**config.mk**
```make
export PLATFORM = sky130hd
export DESIGN_NAME = screen_write_arbiter_flat
export DESIGN_NICKNAME = d
export VERILOG_FILES = /design/src/rtl/screen_pkg.sv /design/src/rtl/screen_write_arbiter_if.sv /design/src/rtl/screen_write_arbiter_wr_fifo.sv /design/src/rtl/screen_write_arbiter.sv /design/src/flat_wrapper.sv
export SDC_FILE = /design/constraint.sdc
export NUM_CORES = 1
export LEC_CHECK = 0
export CORE_ASPECT_RATIO = 1.5
export CORE_MARGIN = 8
export CORE_UTILIZATION = 50
export CTS_CLUSTER_DIAMETER = 40
export DETAILED_ROUTE_END_ITERATION = 8
export DONT_BUFFER_PORTS = 1
export PLACE_DENSITY = 0.65
export RECOVER_POWER = 100
export SLEW_MARGIN = 20
export SYNTH_ARGS = -nofsm -noshare
export SYNTH_HDL_FRONTEND = slang
export SYNTH_SLANG_ARGS = --single-unit
```
**constraint.sdc**
```tcl
create_clock -name clk -period 3.2 [get_ports clk]
set_input_delay 0.64 -clock clk [delete_from_list [all_inputs] [get_ports clk]]
set_output_delay 0.64 -clock clk [all_outputs]
set_load 0.1 [all_outputs]
```
**src/rtl/screen_pkg.sv**
```systemverilog
// Shared screen-buffer constants, clear FSM states and the CPU write entry format.
// Used by the write arbiter, display fetch and prefetch logic.
package screen_pkg;

  localparam int SCREEN_PIX_BYTES = 6144;
  localparam int SCREEN_BYTES     = 6912;
  localparam int SCREEN_AW        = 13;

  typedef enum logic [1:0] {
    ST_IDLE     = 2'd0,
    ST_CLR_PIX  = 2'd1,
    ST_CLR_ATTR = 2'd2
  } clr_state_e;

  typedef struct packed {
    logic [SCREEN_AW-1:0] addr;
    logic [7:0]           data;
  } wr_entry_t;

endpackage

```
**src/rtl/screen_write_arbiter_if.sv**
```systemverilog
// CPU write, clear control and buffer write-port signals of the screen write arbiter.
// master drives the request side; slave is the arbiter.
interface screen_write_arbiter_if;

  logic [15:0] cpu_addr;
  logic [7:0]  cpu_data;
  logic        cpu_wr;
  logic        slot_en;
  logic        clr_start;
  logic [7:0]  clr_attr;
  logic        ovf_clr;
  logic [7:0]  buf_write;
  logic [12:0] buf_write_addr;
  logic        buf_we;
  logic        clr_busy;
  logic        fifo_ovf;

  modport master (
    output cpu_addr, cpu_data, cpu_wr, slot_en, clr_start, clr_attr, ovf_clr,
    input  buf_write, buf_write_addr, buf_we, clr_busy, fifo_ovf
  );

  modport slave (
    input  cpu_addr, cpu_data, cpu_wr, slot_en, clr_start, clr_attr, ovf_clr,
    output buf_write, buf_write_addr, buf_we, clr_busy, fifo_ovf
  );

endinterface

```
**src/rtl/screen_write_arbiter_wr_fifo.sv**
```systemverilog
// CPU write queue: registered pointers, combinational head, no bypass (push visible next cycle).
// Caller must not push when full unless popping in the same cycle, nor pop when empty.
module wr_fifo
  import screen_pkg::*;
#(
  parameter int DEPTH = 4
) (
  input  logic      clk,
  input  logic      rst_n,
  input  logic      push,
  input  wr_entry_t push_dat,
  input  logic      pop,
  output wr_entry_t pop_dat,
  output logic      full,
  output logic      empty
);

  localparam int AW = $clog2(DEPTH);

  logic [AW:0] wr_ptr;
  logic [AW:0] rd_ptr;
  wr_entry_t   mem [DEPTH];

  always_ff @(posedge clk or negedge rst_n) begin
    if (!rst_n) begin
      wr_ptr <= '0;
      rd_ptr <= '0;
    end else begin
      if (push) wr_ptr <= wr_ptr + (AW+1)'(1);
      if (pop)  rd_ptr <= rd_ptr + (AW+1)'(1);
    end
  end

  // Storage needs no reset: the pointers define which entries are valid.
  always_ff @(posedge clk) begin
    if (push) mem[wr_ptr[AW-1:0]] <= push_dat;
  end

  assign pop_dat = mem[rd_ptr[AW-1:0]];
  assign empty   = (wr_ptr == rd_ptr);
  assign full    = (wr_ptr[AW] != rd_ptr[AW]) && (wr_ptr[AW-1:0] == rd_ptr[AW-1:0]);

endmodule

```
**src/rtl/screen_write_arbiter.sv**
```systemverilog
// Shares the screen buffer write port between queued CPU writes (strict priority) and the clear engine.
// Registered outputs, CPU write reaches buf_we one slot after push at best; full queue drops and flags fifo_ovf.
module screen_write_arbiter
  import screen_pkg::*;
#(
  parameter int          FIFO_DEPTH  = 4,
  parameter logic [15:0] SCREEN_BASE = 16'h4000
) (
  input logic                   clk,
  input logic                   rst_n,
  screen_write_arbiter_if.slave bus
);

  localparam logic [1:0]  IDLE     = ST_IDLE;
  localparam logic [1:0]  CLR_PIX  = ST_CLR_PIX;
  localparam logic [1:0]  CLR_ATTR = ST_CLR_ATTR;
  localparam logic [16:0] ADDR_LO  = {1'b0, SCREEN_BASE};
  localparam logic [16:0] ADDR_HI  = ADDR_LO + 17'(SCREEN_BYTES);
  localparam logic [12:0] BASE_LO  = SCREEN_BASE[12:0];
  localparam logic [12:0] PIX_LAST = 13'(SCREEN_PIX_BYTES - 1);
  localparam logic [12:0] SCR_LAST = 13'(SCREEN_BYTES - 1);

  logic        in_range;
  logic        accept;
  logic        push;
  logic        pop;
  logic        drop;
  logic        full;
  logic        empty;
  logic        clr_gnt;
  wr_entry_t   cpu_entry;
  wr_entry_t   head;

  logic [1:0]  state;
  logic [12:0] clr_ptr;
  logic [7:0]  attr_q;
  logic        busy_q;
  logic        we_q;
  logic [12:0] addr_q;
  logic [7:0]  data_q;
  logic        ovf_q;

  assign in_range = ({1'b0, bus.cpu_addr} >= ADDR_LO) && ({1'b0, bus.cpu_addr} < ADDR_HI);
  assign accept   = bus.cpu_wr && in_range;
  // Offset only needs its low 13 bits, so subtract in 13-bit arithmetic.
  assign cpu_entry.addr = bus.cpu_addr[12:0] - BASE_LO;
  assign cpu_entry.data = bus.cpu_data;

  assign pop     = bus.slot_en && !empty;
  assign push    = accept && (!full || pop);
  assign drop    = accept && full && !pop;
  assign clr_gnt = bus.slot_en && empty && (state != IDLE);

  wr_fifo #(.DEPTH(FIFO_DEPTH)) u_fifo (
    .clk      (clk),
    .rst_n    (rst_n),
    .push     (push),
    .push_dat (cpu_entry),
    .pop      (pop),
    .pop_dat  (head),
    .full     (full),
    .empty    (empty)
  );

  // Clear FSM: pointer moves only on its own grants, so CPU traffic never skips an address.
  always_ff @(posedge clk or negedge rst_n) begin
    if (!rst_n) begin
      state   <= IDLE;
      clr_ptr <= '0;
      attr_q  <= '0;
      busy_q  <= 1'b0;
    end else if (state == IDLE) begin
      if (bus.clr_start) begin
        state   <= CLR_PIX;
        clr_ptr <= '0;
        attr_q  <= bus.clr_attr;
        busy_q  <= 1'b1;
      end
    end else if (clr_gnt) begin
      clr_ptr <= clr_ptr + 13'd1;
      if (state == CLR_PIX && clr_ptr == PIX_LAST) begin
        state <= CLR_ATTR;
      end
      if (state == CLR_ATTR && clr_ptr == SCR_LAST) begin
        state   <= IDLE;
        clr_ptr <= '0;
        busy_q  <= 1'b0;
      end
    end
  end

  always_ff @(posedge clk or negedge rst_n) begin
    if (!rst_n) begin
      we_q   <= 1'b0;
      addr_q <= '0;
      data_q <= '0;
    end else begin
      we_q <= pop || clr_gnt;
      if (pop) begin
        addr_q <= head.addr;
        data_q <= head.data;
      end else if (clr_gnt) begin
        addr_q <= clr_ptr;
        data_q <= (state == CLR_PIX) ? 8'h00 : attr_q;
      end
    end
  end

  // A drop in the same cycle as ovf_clr keeps the flag set.
  always_ff @(posedge clk or negedge rst_n) begin
    if (!rst_n) begin
      ovf_q <= 1'b0;
    end else if (drop) begin
      ovf_q <= 1'b1;
    end else if (bus.ovf_clr) begin
      ovf_q <= 1'b0;
    end
  end

  assign bus.buf_we         = we_q;
  assign bus.buf_write_addr = addr_q;
  assign bus.buf_write      = data_q;
  assign bus.clr_busy       = busy_q;
  assign bus.fifo_ovf       = ovf_q;

endmodule

```
**src/flat_wrapper.sv**
```systemverilog
// flat-port wrapper written by rule: the top's interface ports become plain ports
module screen_write_arbiter_flat import screen_pkg::*;
#(
  parameter int          FIFO_DEPTH  = 4,
  parameter logic [15:0] SCREEN_BASE = 16'h4000
)
  (clk, rst_n, bus_cpu_addr, bus_cpu_data, bus_cpu_wr, bus_slot_en, bus_clr_start, bus_clr_attr, bus_ovf_clr, bus_buf_write, bus_buf_write_addr, bus_buf_we, bus_clr_busy, bus_fifo_ovf);
  screen_write_arbiter_if bus_i ();
  input logic clk;
  input logic rst_n;
  input wire logic [$bits(bus_i.cpu_addr)-1:0] bus_cpu_addr;
  input wire logic [$bits(bus_i.cpu_data)-1:0] bus_cpu_data;
  input wire logic [$bits(bus_i.cpu_wr)-1:0] bus_cpu_wr;
  input wire logic [$bits(bus_i.slot_en)-1:0] bus_slot_en;
  input wire logic [$bits(bus_i.clr_start)-1:0] bus_clr_start;
  input wire logic [$bits(bus_i.clr_attr)-1:0] bus_clr_attr;
  input wire logic [$bits(bus_i.ovf_clr)-1:0] bus_ovf_clr;
  output wire logic [$bits(bus_i.buf_write)-1:0] bus_buf_write;
  output wire logic [$bits(bus_i.buf_write_addr)-1:0] bus_buf_write_addr;
  output wire logic [$bits(bus_i.buf_we)-1:0] bus_buf_we;
  output wire logic [$bits(bus_i.clr_busy)-1:0] bus_clr_busy;
  output wire logic [$bits(bus_i.fifo_ovf)-1:0] bus_fifo_ovf;
  assign bus_i.cpu_addr = bus_cpu_addr;
  assign bus_i.cpu_data = bus_cpu_data;
  assign bus_i.cpu_wr = bus_cpu_wr;
  assign bus_i.slot_en = bus_slot_en;
  assign bus_i.clr_start = bus_clr_start;
  assign bus_i.clr_attr = bus_clr_attr;
  assign bus_i.ovf_clr = bus_ovf_clr;
  assign bus_buf_write = bus_i.buf_write;
  assign bus_buf_write_addr = bus_i.buf_write_addr;
  assign bus_buf_we = bus_i.buf_we;
  assign bus_clr_busy = bus_i.clr_busy;
  assign bus_fifo_ovf = bus_i.fifo_ovf;
  screen_write_arbiter #(.FIFO_DEPTH(FIFO_DEPTH), .SCREEN_BASE(SCREEN_BASE)) u_core (.clk(clk), .rst_n(rst_n), .bus(bus_i));
endmodule
```
==> results of run 1 <==
## layout by cell type (no fill, tap or decap), drive strengths merged, types with 2 or more instances in the layout
cell type,count
and3,2
inv,7
nand4,13
nor2,23
edfxtp,84
clkbuf,27
a21oi,17
o31ai,4
xnor2,5
xor2,2
bufinv,2
mux4,21
a31oi,13
nand2,21
or2,2
o21ai,13
and2,8
clkinv,8
buf,4
ha,6
nor3,2
or2b,2
mux2,9
a22oi,8
o22ai,14
dfrtp,53
clkinvlp,3
nand3,5
## worst register-to-register path, delay by kind of cell (launching register included)
family,cells,cell delay [ns]
flops,1,0.50
simple gates,4,1.85
compound gates,1,0.13
## cells in the mapped netlist, drive strengths merged (6+ instances only)
library cell | count | area, µm²
edfxtp | 84 | 2520
buf | 10 | 55.1
mux2 | 9 | 101
ha | 6 | 75.1
a21oi | 17 | 85.1
inv | 7 | 26.3
nor2 | 23 | 88.8
o21ai | 13 | 68.8
o22ai | 14 | 87.6
dfrtp | 53 | 1330
nand2 | 21 | 78.8
clkbuf | 10 | 37.5
and2 | 8 | 50.1
a31oi | 13 | 103
a22oi | 8 | 60.1
nand4 | 13 | 81.3
mux4 | 21 | 473
## routing by layer
metal,part of all wire,up-vias,wire length [µm],GRT usage
met5,0,-,0,0
met4,0.018,0,205,0.0701
met3,0.062,17,695,0.0527
met2,0.51,90,5720,0.260
met1,0.41,1622,4630,0.198
li1,-,1450,-,-
## path summary, 6_finish.rpt
| kind | startpoint | endpoint | slack, ns | cells after the start |
|---|---|---|---|---|
| worst max-delay path | u_core.clr_ptr[8] | u_core.clr_ptr[1] | 0.60 | 5 |
| worst min register to register | u_core.u_fifo.wr_ptr[2] | u_core.u_fifo.wr_ptr[2] | 0.49 | 1 |
| worst min-delay path | rst_n | u_core.clr_ptr[7] | 0.07 | 1 |
| max in group asynchronous | rst_n | u_core.bus.buf_write[2] | 2.87 | 1 |
| min in group clk | bus_slot_en | u_core.bus.buf_write_addr[10] | 0.31 | 1 |
| worst max register to register | u_core.clr_ptr[8] | u_core.clr_ptr[1] | 0.60 | 5 |
## registers in the layout (all words and copies together) (netlist names), 2 cells and up
register / cells
u_core.u_fifo.mem: 84
u_core.bus.buf_write_addr: 13
u_core.clr_ptr: 13
u_core.attr_q: 8
u_core.bus.buf_write: 8
u_core.u_fifo.rd_ptr: 3
u_core.u_fifo.wr_ptr: 3
u_core.state: 2
## power breakdown
group | leakage, nW | total [W] | internal [W] | switching, W
sequential | 1.41 | 0.00322 | 0.00208 | 0.00114
combinational | 0.632 | 0.00122 | 0.000536 | 0.000681
clock | 0.265 | 0.00184 | 0.00114 | 0.000703
## through the flow
step	power, W	utilization
6_report	0.00628	0.576
5_1_grt	0.00654	0.576
2_1_floorplan	0.00418	-
3_5_place_dp	0.00449	0.527
3_3_place_gp	0.00446	0.527
4_1_cts	0.00636	0.580
## layout make-up
class                   instances  share of cell area
multi-input cells             203               0.258
clock buffers                  19              0.0683
repair buffers                 12              0.0132
flip-flops and latches        137               0.607
clock inverters                13              0.0205
inverters                       7             0.00415
well taps                     147              0.0290
## cell families (layout without fill, tap and decap cells)
logic type	Yosys count	count (layout)	synth area share
adder cells (fa/ha/maj)	6	6	0.0134
XOR/XNOR	7	7	0.0109
AND/OR/NAND/NOR	85	85	0.0811
multiplexers	30	30	0.102
AO/OA/AOI/OAI	75	75	0.0862
buffers and inverters	27	51	0.0212
flip-flops	137	137	0.685
## what timing repair did
action / CTS / global route
hold endpoints to repair: 53 / 0
endpoints found under the setup margin: 0 / 0
setup buffers: 0 / 0
hold buffers: 1 / 0
==> results.ini, run 1 <==
[outcome]
status=complete, no violations

[critical_path]
path_cells=or4b_4, nor4_1, nor2_1, nand2_1, o21ai_0
crit_fanout=14
critPathRequiredTime_ns=3.48
slowest_stage=nor4_1
cp.arrival_ns=2.88
end_kind=register
cp_top_family=simple AND/OR/NAND/NOR gates
path_class=register to register
start_kind=register
path_buf_inv=0
slowest_delay_ns=0.56

[layout]
seq_area_um2=3850
multi_input_area_um2=1630
instances_no_fill=538
fillerInstances=887
num_antenna_cells=0
area_growth_pct=12.8
fin_nets=422
design_area_um2=6340
drive_gt1_frac=0.189

[cts]
clk_latency_ns=0.42
path_clk_slew_ns=0.06
numCtsBuffers=17
clk_path_buf_depth=2
ctsResizeCount=0
root_buffer=clkbuf_16
clkSinkCount=137
cts_tree=yes
htreeDepth=4

[floorplan]
die_y_um=146
chipWidth_um=103
num_rows=47
core_um2=11000
io_pins=62
start_util=0.511
die_area_um2=15000

[drt]
wire_per_inst_um=20.9
drc=0
drt_iter0_drc=176
vias=3179
viasPerCell=5.91
drtPass1Iterations=4
ant_nets=0
wirelength_mm=11.3

[sta]
fmax_mhz=385
tightest_slew_ns=0.970
finalSetupViolations=0
fin_crit_sh=0.813
min_period_ns=2.60
holdWs_ns=0.0682
max_slew_margin=0.351
rsz0062_at_grt=false
postLayoutSetupSlackWorst_ns=0.600
skew_ns=0.00534
finalMaxSlewViolations=0
finalHoldViolations=0
finalSetupTns_ns=0

[job]
drv_cap=0

[global_route]
overflow=0
grt_pass1_vias=3347
grt_pass1_wl_mm=18.3
grt_max_degree=54
antenna_found_initial=0
track_usage=0.164

[placement]
place.gp.congestion=0.870
placed_cells=505
port_buffers=0
dpl_cell_area_um2=5790
dp_hpwl_mm=7.73
place_ws_ns=0.789

[worst_hold_path]
hp-class=primary input to async pin

[power]
leakage_nw=2.31
vdd_drop_max_mv=0.518
power.density_nw_per_um2=990

[synth]
async_flop_share=0.387
synth_edf_count=84
syn_inst=367
avgSynthCellArea_um2=15.3
synth_fp_nets=411
ys_ff_latch=137
seq_area_frac_synth=0.685
synth.distinct_cells=45
yosys_most_used_dff=edfxtp_1
yosysWarnings=0
syn_area_um2=5620

Power figures use the tool's default switching activity.
==> run 2, diff against run 1 <==
==> constraint.sdc (replaced) <==
create_clock -name clk -period 2.4 [get_ports clk]
set_input_delay 0.48 -clock clk [delete_from_list [all_inputs] [get_ports clk]]
set_output_delay 0.48 -clock clk [all_outputs]
set_load 0.1 [all_outputs]
==> run 2 against run 1 <==
Clock-buffer cell count is 2 lower. Register-to-register slack worse by 0.36 ns. Critical endpoint is now u_core.clr_ptr[12]. Worst setup slack worse by 0.36 ns. Final cell count is 5.6% higher. Critical path type unchanged. Non-clock buffer count is 30 higher.
==> results.ini, run 2 (same netlist as run 1, synthesis figures left out) <==
[critical_path]
r2r-start=u_core.state[0]  ; was u_core.clr_ptr[8]
r2r_cells=6  ; was 5
start_kind=register  ; unchanged
r2r_slack_ns=0.24  ; was 0.60 ns
crit_fanout=10  ; was 14
r2r-end=u_core.clr_ptr[12]  ; was u_core.clr_ptr[1]
cp.arrival_ns=2.44  ; was 2.88 ns
end_kind=register  ; unchanged
path_class=register to register  ; unchanged
critPathRequiredTime_ns=2.68  ; was 3.48 ns

[layout]
area_growth_pct=15.9  ; was 12.8%
largest_reg_flops=84  ; unchanged
postLayoutCoreUtil=0.592  ; was 0.576
layout_commonest_cell=edfxtp_1  ; unchanged
design_area_um2=6510  ; was 6340 µm²
fin_nets=452  ; was 422
num_antenna_cells=0  ; unchanged
layout_common_cells=84 x edfxtp_1, 53 x dfrtp_1, 31 x clkbuf_2  ; was 84 x edfxtp_1, 53 x dfrtp_1, 23 x nor2_1
drive_gt1_frac=0.259  ; was 0.189
instances_no_fill=568  ; was 538

[placement]
dpl_cell_area_um2=6020  ; was 5790 µm²
placed_cells=534  ; was 505
place.gp.congestion=0.919  ; was 0.870
port_buffers=0  ; unchanged
dp_hpwl_mm=7.91  ; was 7.73 mm

[cts]
clk_latency_ns=0.41  ; was 0.42 ns
cts_tree=yes  ; unchanged
path_clk_slew_ns=0.06  ; about the same
clkSinkCount=137  ; unchanged
ctsResizeCount=0  ; unchanged
root_buffer=clkbuf_16  ; unchanged
numCtsBuffers=17  ; unchanged
postCtsHoldBufs=2  ; was 1
post_cts_buffers=0  ; unchanged
htreeDepth=4  ; unchanged
clk_path_buf_depth=2  ; unchanged

[sta]
fmax_mhz=463  ; was 385 MHz
finalHoldViolations=0  ; unchanged
min_period_ns=2.16  ; was 2.60 ns
finalMaxSlewViolations=0  ; unchanged
max_slew_margin=0.124  ; was 0.351
tightest_slew_ns=1.31  ; was 0.970 ns
fin_crit_sh=0.899  ; was 0.813
finalSetupTns_ns=0  ; unchanged
rsz0062_at_grt=false  ; unchanged
skew_ns=0.00766  ; was 0.00534 ns
finalSetupViolations=0  ; unchanged

[drt]
drc=0  ; unchanged
viasPerCell=5.76  ; was 5.91
wirelength_mm=11.5  ; was 11.3 mm
wire_per_inst_um=20.3  ; was 20.9 µm
drt_iter0_drc=161  ; was 176
vias=3271  ; was 3,179
drtPass1Iterations=4  ; unchanged
ant_nets=0  ; unchanged

[floorplan]
die_area_um2=15000  ; unchanged
num_rows=47  ; unchanged
start_util=0.511  ; unchanged
die_y_um=146  ; unchanged
chipWidth_um=103  ; unchanged
core_um2=11000  ; unchanged
io_pins=62  ; unchanged

[global_route]
antenna_found_initial=0  ; unchanged
grt_pass1_wl_mm=18.7  ; was 18.3 mm
grt_pass1_vias=3511  ; was 3,347
track_usage=0.168  ; was 0.164
grt_max_degree=54  ; unchanged
overflow=0  ; unchanged

[worst_hold_path]
hold_path_end=u_core.bus.buf_write_addr[10]
hp-class=primary input to register  ; was primary input to async pin
hold_depth=1
min-delay-start=bus_slot_en

[power]
power.density_nw_per_um2=1330  ; was 990 nW/µm²
leakage_nw=2.45  ; was 2.31 nW
vdd_drop_max_mv=0.727  ; was 0.518 mV

[job]
drv_cap=0  ; unchanged

[outcome]
status=complete, no violations  ; unchanged

## run 2: cell count changes in the layout (fill, tap and decap cells not counted), moves of 3 or more
cell,before,now
clkbuf_1,7,1
clkbuf_2,3,31
inv_6,0,3
buf_4,3,8
## run 2: per-stage QoR
step	power [W]	setup WS, ns	hold slack [ns]
after CTS	0.00884	0.342	0.136
after floorplan	0.00557	0.194	0.184
after detailed placement	0.00629	0.243	0.187
final	0.00863	0.242	0.155
after global routing	0.00902	0.105	0.133
after global placement	0.00626	0.286	0.187
## run 2: final cells by class
class	count	area [µm²]
Clock buffer	17	425
Clock inverter	15	150
Fill cell	892	4490
Inverter	7	26.3
Multi-Input combinational cell	203	1640
Sequential cell	137	3850
Tap cell	147	184
Timing Repair Buffer	42	236
## run 2: how the worst max path moves through the flow
stage                                 start                        to  slack (ns)  cells past startpoint
floorplan                       bus_slot_en   u_core.u_fifo.mem[3][0]        0.19                      4
global placement           bus_cpu_addr[15]  u_core.u_fifo.mem[3][12]        0.29                      5
detailed placement         bus_cpu_addr[15]  u_core.u_fifo.mem[3][15]        0.24                      5
CTS                       u_core.clr_ptr[0]         u_core.clr_ptr[8]        0.34                      6
global route        u_core.u_fifo.rd_ptr[2]   u_core.u_fifo.mem[3][7]        0.11                      5
finish                      u_core.state[0]        u_core.clr_ptr[12]        0.24                      6
## run 2: power breakdown
part           total (W)  switching, W  internal [W]
logic            0.00315       0.00231      0.000838
registers        0.00296      0.000161       0.00280
clock network    0.00251      0.000980       0.00153
## run 2: critical path, cell delays in order (launching register included)
cell,delay (ns)
dfrtp_1,0.42
or4b_1,0.58
nor4_2,0.41
nor2_2,0.18
buf_4,0.21
a31oi_4,0.14
o31ai_1,0.08
## run 2: layer usage
| metal | track usage | routed length (µm) | up-vias |
|---|---|---|---|
| li1 | - | - | 1516 |
| met4 | 0.0568 | 163 | 0 |
| met1 | 0.195 | 4750 | 1649 |
| met2 | 0.279 | 6060 | 89 |
| met3 | 0.0551 | 546 | 17 |
| met5 | 0 | 0 | - |
==> run 3, diff against run 2 <==
--- a/config.mk
+++ b/config.mk
@@ -11,6 +11,7 @@
 export CTS_CLUSTER_DIAMETER = 40
 export DETAILED_ROUTE_END_ITERATION = 8
 export DONT_BUFFER_PORTS = 1
+export GPL_TIMING_DRIVEN = 0
 export PLACE_DENSITY = 0.65
 export RECOVER_POWER = 100
 export SLEW_MARGIN = 20
==> run 3 against run 2 <==
Global-route usage is 0.46 points higher. Register-to-register slack lost 0.16 ns. Critical path depth is 1 lower. Worst setup slack got worse by 0.16 ns. Clock-buffer cell count is the same. Final cell count decreased by 3.2%. Flip-flop and latch count is the same. Critical path type unchanged. Design area decreased by 1.3%. Critical endpoint is now u_core.u_fifo.mem[3][17].
==> results.ini, run 3 (same netlist as run 1, synthesis figures left out) <==
[drt]
drc=0  ; unchanged
ant_nets=0  ; unchanged
vias=3231  ; was 3,271
wl_met1_mm=4.68  ; was 4.75 mm
wire_per_inst_um=21.3  ; was 20.3 µm
wl_met3_um=661  ; was 546 µm
met2_length_mm=6.17  ; was 6.06 mm
topRoutingLayerUsed=met4  ; unchanged
drt_iter0_drc=161  ; unchanged
viasPerCell=5.87  ; was 5.76
drtPass1Iterations=5  ; was 4
wirelength_mm=11.7  ; was 11.5 mm

[worst_hold_path]
hp-class=primary input to register  ; unchanged
hold_path_end=u_core.u_fifo.mem[1][15]  ; was u_core.bus.buf_write_addr[10]
hold_depth=0  ; was 1
min-delay-start=bus_cpu_addr[7]  ; was bus_slot_en

[sta]
finalMaxSlewViolations=0  ; unchanged
rsz0062_at_grt=true  ; was false
fin_crit_sh=0.964  ; was 0.899
skew_ns=0.00846  ; was 0.00766 ns
holdWs_ns=0.155  ; about the same
min_period_ns=2.31  ; was 2.16 ns
finalSetupTns_ns=0  ; unchanged
max_slew_margin=0.137  ; was 0.124
tightest_slew_ns=1.29  ; was 1.31 ns
fmax_mhz=432  ; was 463 MHz
finalHoldViolations=0  ; unchanged
postLayoutSetupSlackWorst_ns=0.0853  ; was 0.242 ns
finalSetupViolations=0  ; unchanged

[layout]
largest_reg_flops=84  ; unchanged
seq_area_um2=3850  ; unchanged
num_antenna_cells=0  ; unchanged
layout_common_cells=84 x edfxtp_1, 53 x dfrtp_1, 22 x nor2_1  ; was 84 x edfxtp_1, 53 x dfrtp_1, 31 x clkbuf_2
layout_commonest_cell=edfxtp_1  ; unchanged
postLayoutCoreUtil=0.584  ; was 0.592
fillerInstances=884  ; was 892
area_growth_pct=14.4  ; was 15.9%
drive_gt1_frac=0.211  ; was 0.259
multi_input_area_um2=1660  ; was 1640 µm²
design_area_um2=6420  ; was 6510 µm²
fin_nets=434  ; was 452

[placement]
dp_hpwl_mm=8.14  ; was 7.91 mm
port_buffers=0  ; unchanged
dpl_cell_area_um2=5830  ; was 6020 µm²
place.gp.congestion=0.869  ; was 0.919
place_ws_ns=-0.310  ; was 0.243 ns

[critical_path]
start_kind=register  ; unchanged
r2r-end=u_core.u_fifo.mem[3][17]  ; was u_core.clr_ptr[12]
r2r-start=u_core.u_fifo.rd_ptr[0]  ; was u_core.state[0]
critPathRequiredTime_ns=2.45  ; was 2.68 ns
cp.arrival_ns=2.36  ; was 2.44 ns
end_kind=register  ; unchanged
r2r_slack_ns=0.09  ; was 0.24 ns
path_cells=buf_2, xnor2_1, and2_1, a21oi_1, and2_2  ; was or4b_1, nor4_2, nor2_2, buf_4, a31oi_4, o31ai_1
r2r_cells=5  ; was 6
slowest_stage=and2_2  ; was or4b_1
slowest_delay_ns=0.63  ; was 0.58 ns
path_class=register to register  ; unchanged
crit_fanout=22  ; was 10

[floorplan]
chipWidth_um=103  ; unchanged
die_area_um2=15000  ; unchanged
start_util=0.511  ; unchanged
io_pins=62  ; unchanged
die_y_um=146  ; unchanged
num_rows=47  ; unchanged
core_um2=11000  ; unchanged

[power]
p_sw_w=0.00352  ; was 0.00346 W
internal_power_w=0.00496  ; was 0.00517 W
power_frac_comb=0.197  ; was 0.365
leakage_nw=2.36  ; was 2.45 nW
power.density_nw_per_um2=1320  ; was 1330 nW/µm²
swShare=0.415  ; was 0.401
vdd_drop_max_mv=0.657  ; was 0.727 mV
clockPowerShare=0.294  ; was 0.291
seqPwrFrac=0.509  ; was 0.344

[cts]
cts_tree=yes  ; unchanged
clk_path_buf_depth=2  ; unchanged
post_cts_buffers=0  ; unchanged
clk_latency_ns=0.42  ; was 0.41 ns
clkSinkCount=137  ; unchanged
path_clk_slew_ns=0.06  ; about the same
numCtsBuffers=17  ; unchanged
htreeDepth=4  ; unchanged
root_buffer=clkbuf_16  ; unchanged

[global_route]
grt_pass1_wl_mm=19.2  ; was 18.7 mm
grt_max_degree=54  ; unchanged
antenna_found_initial=0  ; unchanged
grt_pass1_vias=3548  ; was 3,511
overflow=0  ; unchanged
track_usage=0.172  ; was 0.168

[outcome]
status=complete, no violations  ; unchanged

[job]
drv_cap=0  ; unchanged

## run 3: what timing repair did
action / 4_1_cts / 5_1_grt
hold buffers: 2 / 0
endpoints found under the setup margin: 22 / 72
resized for setup: 2 / 1
cloned: 0 / 0
hold endpoints to repair: 53 / 0
## run 3: power groups by stage
| stage | combinational, W | sequential, W | clock (W) |
|---|---|---|---|
| detailed placement | 0.00166 | 0.00437 | 0 |
| global route | 0.00187 | 0.00436 | 0.00263 |
| floorplan | 0.00129 | 0.00428 | 0 |
| CTS | 0.00170 | 0.00432 | 0.00254 |
| global placement | 0.00161 | 0.00436 | 0 |
| finish | 0.00167 | 0.00432 | 0.00250 |
## run 3: metal layers
| metal | track usage | vias up |
|---|---|---|
| li1 | - | 1474 |
| met1 | 0.201 | 1636 |
| met2 | 0.284 | 104 |
| met3 | 0.0455 | 17 |
| met4 | 0.0804 | 0 |
| met5 | 0 | - |
## run 3: cell type report
| cell class | instances | share of cell area |
|---|---|---|
| sequential | 137 | 0.599 |
| multi-input combinational | 203 | 0.259 |
| clock buffer | 17 | 0.0662 |
| tap | 147 | 0.0286 |
| clock inverter | 15 | 0.0226 |
| buffer | 20 | 0.0136 |
| timing repair buffer | 4 | 0.00701 |
| inverter | 7 | 0.00409 |
## run 3: how the worst max path moves through the flow
stage                            startpoint                        to  cells past startpoint
detailed placement         bus_cpu_addr[15]  u_core.u_fifo.mem[0][12]                      5
CTS                 u_core.u_fifo.rd_ptr[0]  u_core.u_fifo.mem[3][17]                      5
global route        u_core.u_fifo.rd_ptr[0]  u_core.u_fifo.mem[3][17]                      5
floorplan                       bus_slot_en   u_core.u_fifo.mem[3][0]                      4
finish              u_core.u_fifo.rd_ptr[0]  u_core.u_fifo.mem[3][17]                      5
global placement           bus_cpu_addr[15]  u_core.u_fifo.mem[3][15]                      4
## run 3: worst max-delay path, delay by kind of cell (launching register included)
kind	cells	cell delay, ns
simple gates	2	0.81
buf+inv	1	0.17
xor+xnor	1	0.15
compound gates	1	0.41
flops	1	0.39
## run 3: metrics by stage
stage          cells  total power, W
6_report         550         0.00848
4_1_cts          550         0.00856
2_1_floorplan    367         0.00557
3_5_place_dp     516         0.00603
5_1_grt          550         0.00886
3_3_place_gp     514         0.00597
